<file path="config.mk">
export PLATFORM = sky130hd
export DESIGN_NAME = irq_controller
export DESIGN_NICKNAME = d
export VERILOG_FILES = /design/src/rtl/irq_controller.sv
export SDC_FILE = /design/constraint.sdc
export NUM_CORES = 1
export LEC_CHECK = 0
export ABC_AREA = 1
export BUFFER_PORTS_ARGS = -buffer_cell sky130_fd_sc_hd__buf_4
export CORE_ASPECT_RATIO = 1.25
export CORE_MARGIN = 3
export CORE_UTILIZATION = 38
export DETAILED_ROUTE_END_ITERATION = 10
export PLACE_DENSITY = 0.65
export SLEW_MARGIN = 25
export SYNTH_ARGS = -nofsm -noshare
export SYNTH_HDL_FRONTEND = slang
export SYNTH_SLANG_ARGS = --single-unit
</file>
<file path="constraint.sdc">
create_clock -name i_clk -period 1.4 [get_ports i_clk]
set_input_delay 0.28 -clock i_clk [delete_from_list [all_inputs] [get_ports i_clk]]
set_output_delay 0.28 -clock i_clk [all_outputs]
set_load 0.01 [all_outputs]
</file>
<file path="src/rtl/irq_controller.sv">
// External interrupt controller feeding the cop0 exception unit.
// Synchronises device lines, applies edge/level mode and mask, tracks accept/ERET.
module irq_controller #(
  parameter int SYNC_STAGES = 2,
  parameter int MASK_ADDR   = 16,
  parameter int PEND_ADDR   = 17,
  parameter int MODE_ADDR   = 18,
  parameter int ID_ADDR     = 19
) (
  input  logic        i_clk,
  input  logic        i_rst_n,
  input  logic [7:0]  i_irq,
  input  logic        i_mtc0,
  input  logic [4:0]  i_address,
  input  logic [31:0] i_data,
  input  logic        i_exception_taken,
  input  logic        i_eret,
  output logic        o_external_interrupt,
  output logic [2:0]  o_irq_id,
  output logic [31:0] o_data
);

  localparam logic [4:0] A_MASK = MASK_ADDR[4:0];
  localparam logic [4:0] A_PEND = PEND_ADDR[4:0];
  localparam logic [4:0] A_MODE = MODE_ADDR[4:0];
  localparam logic [4:0] A_ID   = ID_ADDR[4:0];

  typedef enum logic [1:0] {
    IDLE    = 2'd0,
    REQUEST = 2'd1,
    SERVICE = 2'd2
  } state_t;

  state_t state_q, state_d;

  logic [SYNC_STAGES-1:0][7:0] sync_q;
  logic [7:0] s, s_d;
  logic [7:0] pend_q, pend_d;
  logic [7:0] mask_q, mode_q;
  logic [7:0] enabled, rise;
  logic [7:0] w1c, acc_clr;
  logic [2:0] winner;
  logic       accept;
  logic       unused_data;

  assign unused_data = ^i_data[31:8];

  always_ff @(posedge i_clk or negedge i_rst_n) begin
    if (!i_rst_n) begin
      sync_q <= '0;
      s_d    <= '0;
    end else begin
      sync_q[0] <= i_irq;
      for (int k = 1; k < SYNC_STAGES; k++)
        sync_q[k] <= sync_q[k-1];
      s_d <= s;
    end
  end

  assign s       = sync_q[SYNC_STAGES-1];
  assign rise    = s & ~s_d;
  assign enabled = pend_q & mask_q;

  // Descending scan leaves the lowest set index, giving line 0 top priority.
  always_comb begin
    winner = 3'd0;
    for (int i = 7; i >= 0; i--)
      if (enabled[i])
        winner = 3'(i);
  end

  assign accept = (state_q == REQUEST) && i_exception_taken;

  always_comb begin
    w1c = '0;
    if (i_mtc0 && (i_address == A_PEND))
      w1c = i_data[7:0];
  end

  always_comb begin
    acc_clr = '0;
    if (accept && mode_q[winner])
      acc_clr = 8'b1 << winner;
  end

  // Edge lines are sticky with set over clear; level lines track s.
  assign pend_d = (mode_q & (rise | (pend_q & ~(w1c | acc_clr))))
                | (~mode_q & s);

  always_ff @(posedge i_clk or negedge i_rst_n) begin
    if (!i_rst_n) begin
      pend_q   <= '0;
      mask_q   <= '0;
      mode_q   <= '0;
      o_irq_id <= '0;
    end else begin
      pend_q <= pend_d;
      if (i_mtc0 && (i_address == A_MASK))
        mask_q <= i_data[7:0];
      if (i_mtc0 && (i_address == A_MODE))
        mode_q <= i_data[7:0];
      if (accept)
        o_irq_id <= winner;
    end
  end

  always_ff @(posedge i_clk or negedge i_rst_n) begin
    if (!i_rst_n)
      state_q <= IDLE;
    else
      state_q <= state_d;
  end

  always_comb begin
    state_d = state_q;
    o_external_interrupt = 1'b0;
    unique case (state_q)
      IDLE: begin
        if (|enabled)
          state_d = REQUEST;
      end
      REQUEST: begin
        o_external_interrupt = 1'b1;
        if (i_exception_taken)
          state_d = SERVICE;
        else if (enabled == 8'd0)
          state_d = IDLE;
      end
      SERVICE: begin
        if (i_eret)
          state_d = IDLE;
      end
      default: state_d = IDLE;
    endcase
  end

  always_comb begin
    o_data = '0;
    unique case (1'b1)
      (i_address == A_MASK): o_data = {24'd0, mask_q};
      (i_address == A_PEND): o_data = {24'd0, pend_q};
      (i_address == A_MODE): o_data = {24'd0, mode_q};
      (i_address == A_ID):
        o_data = {(state_q == SERVICE), 28'd0, o_irq_id};
      default: o_data = '0;
    endcase
  end

endmodule

</file>
== Word-level counts from Yosys, hierarchy flattened ==
Index checks and enable logic that the tools add are counted.
Word-level totals
  input bits: 50
  bits in writable memories: 0
  latch bits: 0
  memories kept: 0
  output and inout port bits: 36
  register bits: 53
  bits in read-only memories: 0
Operators by class
  reductions and logical operators: 9
  bitwise gates (word level): 11
  $lt $le $gt $ge: 1
  mux-type cells: 19
  div/mod/pow operators: 0
  $add $sub $neg: 0
  shift-type cells: 1
  equal/unequal tests: 9
  multipliers: 0
Operators with widths (count)
  32-bit case mux with 4 select lines: 1
  8-bit bitwise AND: 5
  3-bit 2-to-1 mux: 8
  8-bit inverter: 3
  8-bit OR: 3
  5-bit equality test (second input constant): 4
  8-bit 2-to-1 mux: 2
  8-bit zero test: 1
  2-bit 2-to-1 mux: 4
  8-bit OR reduction: 1
  1-bit by 3-bit << shifter with 8-bit output (first input constant): 1
  2-bit case mux with 3 select lines: 1
  1-bit logical AND: 5
  3-bit by 4-bit < comparator with 1-bit output (second input constant): 1
  2-bit != test (second input constant): 2
  1-bit binary-select mux with 3-bit select: 1
  3-bit by 2-bit != test with 1-bit output (second input constant): 1
  3-bit AND reduction: 1
  2-bit by 1-bit equality test with 1-bit output (second input constant): 1
  2-bit equality test (second input constant): 1
  2-bit zero test: 1
  1-bit 2-to-1 mux: 2

== Logic depth before layout (Yosys ltp) ==
  depth after elaboration: 19
  gate-level depth with buffers: 14
  depth with buffers taken out: 14

== Worst setup path after synthesis ==
No wires, ideal clock.
  path type: flip-flop to flip-flop
  start: register pend_q[0]
  end: register pend_q[4]
  arrival time: 1.328 ns
  library setup time: 0.116 ns
  data required time: 1.284 ns
  stages on the path, launching flop included: 13
  slack: -0.045 ns
  cells stage by stage: dfrtp_1 > nand2_4 > nand2_4 > nor3_4 > inv_2 > nor2_2 > nand2_1 > nor2_2 > nand3_2 > nand2_2 > nand2_1 > nand2_1 > nand2_1
On the way
  longest elaborated chain between the ends: 12
RTL lines
  from (decl): line 38  | logic [7:0] pend_q, pend_d;
  from (signal assigned): line 97  | pend_q <= pend_d;
  8-bit bitwise AND (*): line 62  | assign enabled = pend_q & mask_q;
  3-bit 2-to-1 mux (*): line 68  | if (enabled[i])
  1-bit binary-select mux with 3-bit select: line 82  | if (accept && mode_q[winner])
  1-bit 2-to-1 mux (implied by the code): line 82
  1-bit logical AND: line 82
  8-bit 2-to-1 mux (*): line 82
  8-bit OR (*): line 87  | assign pend_d = (mode_q & (rise | (pend_q & ~(w1c | acc_clr))))
  8-bit inverter (*): line 87
  8-bit bitwise AND (*): line 87
  8-bit OR (*): line 87
  8-bit bitwise AND (*): line 87
  8-bit OR (*): line 88  | | (~mode_q & s);
  via pend_d[4]: line 38
Mark *: on every way through the listed nets, which the timed path passes. The rest lies on a longest branch. The select of a mux whose other input is x is not followed.
A chain may end at the register's enable or synchronous reset.

== Worst setup path after layout ==
  start: register pend_q[6]
  end: register pend_q[5]
On the way
  longest elaborated chain between the ends: 18
RTL lines (line)
  8-bit bitwise AND (*): 62
  3-bit 2-to-1 mux (*) (7 in a row): 68
  1-bit binary-select mux with 3-bit select: 82
  1-bit 2-to-1 mux (implied by the code): 82
  1-bit logical AND: 82
  8-bit 2-to-1 mux (*): 82
  8-bit OR (*): 87
  8-bit inverter (*): 87
  8-bit bitwise AND (*): 87
  8-bit OR (*): 87
  8-bit bitwise AND (*): 87
  8-bit OR (*): 88
  via pend_d[5]: 38
Marks and branches as above.

==> flow_metrics.tcl <==
set metrics [dict create \
    status "finished with violations" \
    failed_checks "setup timing" \
    finalNetCount 428 \
    worstHoldPathCells 1 \
    period_needed_ns 1.650 \
    placedCellCount 446 \
    fmaxAchievable_mhz 605.9 \
    criticalPathCategory "flop to flop" \
    cts_tree "yes" \
    grt_max_degree 31 \
    syn_area_sq_um 2628 \
    die_y_um 98.97 \
    rr_startpoint "pend_q[6]$_DFF_PN0_" \
    hold_path_class "input port to flop" \
    globalRouteOverflowTotal 0 \
    regToRegEndpoint "pend_q[5]$_DFF_PN0_" \
    clk_latency_ns 0.31 \
    grt_pass1_vias 2189 \
    place.gp.congestion 0.8847 \
    setup_viol 17 \
    grtUsageTotal_pct 15.67 \
    power_leakage_nw 1.742 \
    drv_slew 0 \
    yosys.area.top_type "dfrtp_1" \
    fin_crit_sh_pct 117.9 \
    reg2reg_depth 14 \
    final.setup.tns_ns -3.125 \
    coreArea_sq_um 6648 \
    maxCapViolCount 0 \
    vias 2236 \
    fp.dieW_um 80.38 \
    fin_worst_skew_ns 0.006817 \
    ys_seq_area_share_pct 50.48 \
    clock_path_buffers 2 \
    portBuffers 38 \
    antenna_left 0 \
    worst_slack_ns -0.2504 \
    row_count 33 \
    initial_utilization_pct 39.53 \
    rrSetupSlack_ns -0.25 \
    drt-initial-drc-count 109 \
    placed_cell_area_sq_um 3217 \
    synth_edf_count 0 \
    detailed_place_hpwl_mm 4.372 \
    syn_inst 285 \
    mostFrequentLayoutCells "buf_4, nand2_1, dfrtp_1, conb_1, nand2_2" \
    fin_util_pct 53.70 \
    area_delta_synth_final_pct 35.86 \
    crit_fanout 5 \
    antennaDiodeCount 0 \
    irDropWorstVdd_mv 0.5691 \
    num_io_pins 86 \
    drc 0 \
    design_area_sq_um 3570 \
    cp-end-kind "flop" \
    finalHoldViolCount 0 \
    routedWlPerCell_um 12.96 \
    synth.area.top_cells "dfrtp_1, nand2_1, buf_4" \
    yosysWarnings 0 \
    dieArea_sq_um 7955 \
    clock_sinks 53 \
    synth_top_area_share_pct 50.48 \
    routed_via_density 4.798 \
    ys_ff_latch 53 \
    synth_area_per_cell_sq_um 9.219 \
    cts_max_level 2 \
    hold_end "sync_q[1]$_DFF_PN0_" \
    final_common_cell "buf_4" \
    cp.arrival_ns 1.85 \
    antenna_found_initial 0 \
    cts-root-buf "clkbuf_8" \
    wirelength_mm 6.041 \
    synthArstFlopShare_pct 100.0 \
    rsz0062_at_grt "yes" \
    clk_pin_slew_worst_paths_ns 0.10 \
    instances_no_fill 466 \
    cts_made_buffers 5 \
    worstSetupStartpointType "flop" \
    synthDistinctLibCells 31 \
    grt_pass1_wl_mm 9.749 \
    dr.pass1.iters 6 \
    final_layout_size_suffix_gt1_share_pct 44.06 \
    synthFlopType "dfrtp_1" \
    critPathRequiredTime_ns 1.60 \
    cellPowerDensity_nw_per_um2 1246 \
    min_from "i_irq[1]" \
]
where the power goes:
part           switching, W  internal [W]
registers          0.000174       0.00174
logic              0.000890      0.000779
clock network      0.000504      0.000358
total               0.00157       0.00288
timing repair:
| item | 4_1_cts | 5_1_grt |
|---|---|---|
| cloned | 1 | 0 |
| setup buffers | 4 | 6 |
| resized for setup | 24 | 26 |
| endpoints found under the setup margin | 17 | 24 |
| pin swaps | 8 | 19 |
| hold endpoints to repair | 23 | 0 |
| hold buffers | 1 | 0 |
stage by stage:
stage | power, W | hold WS [ns] | worst slack (ns)
finish | 0.004448 | 0.07299 | -0.2504
floorplan | 0.002725 | -0.01559 | -0.02906
detailed placement | 0.003337 | 0.2042 | -0.2559
CTS | 0.004291 | 0.06388 | -0.2317
global route | 0.004732 | 0.05556 | -0.3593
global placement | 0.003296 | 0.2008 | -0.2271
critical path, cell delays in order, from the launching register on:
cell     delay, ns
dfrtp_1       0.40
nand2_2       0.10
nand3_2       0.07
nand2_1       0.07
nand2_1       0.06
nand2_2       0.09
nand2_4       0.09
nand2_4       0.10
nor2_4        0.04
nor2_4        0.12
nand3_4       0.12
nand2_4       0.11
nand2_2       0.06
nand2_2       0.05
nand2_1       0.05
flip-flops by register name, summed over array words and instances (netlist names):
name      count
pend_q        8
s_d           8
o_irq_id      3
sync_q        8
mask_q        8
state_q       2
s             8
mode_q        8
cell usage after synthesis, drive strengths merged, types with 3 or more instances:
library cell and number:
nand4 4, nor3 3, inv 28, o211ai 8, nor2 16, o21ai 25, nand3 10, buf 26
nand2 96, a31oi 4, dfrtp 53
routing by layer:
layer / vias up / global-route usage (%) / wire length, um
met2: 75 / 27.10 / 3062
met1: 1082 / 19.01 / 2550
met4: 0 / 5.852 / 114
met5: - / 0 / 0
met3: 12 / 3.108 / 312
li1: 1067 / - / -
cells by family after synthesis:
group / share of synthesized area [%]
AO/OA/AOI/OAI: 11.52
buffers and inverters: 11.62
flip-flops: 50.48
other: 0.1427
AND/OR/NAND/NOR: 26.24
area by class of cell:
| type | count | area (sq um) |
|---|---|---|
| repair buffers | 90 | 732.0 |
| clock buffers | 6 | 72.57 |
| inverters | 28 | 105.1 |
| multi-input cells | 200 | 1211 |
| fillers | 610 | 3078 |
| flip-flops and latches | 53 | 1326 |
| clock inverters | 2 | 13.76 |
| well taps | 87 | 108.9 |
how the worst max path moves through the flow:
stage / start / to / slack (ns) / cells past startpoint
floorplan: mask_q[2]$_DFFE_PN0P_ / pend_q[4]$_DFF_PN0_ / -0.03 / 12
global placement: i_address[3] / o_data[1] / -0.23 / 8
detailed placement: i_address[3] / o_data[1] / -0.26 / 8
CTS: mask_q[6]$_DFFE_PN0P_ / pend_q[5]$_DFF_PN0_ / -0.23 / 14
global route: mask_q[4]$_DFFE_PN0P_ / pend_q[6]$_DFF_PN0_ / -0.36 / 12
finish: pend_q[6]$_DFF_PN0_ / pend_q[5]$_DFF_PN0_ / -0.25 / 14
Power figures use the tool's default switching activity.
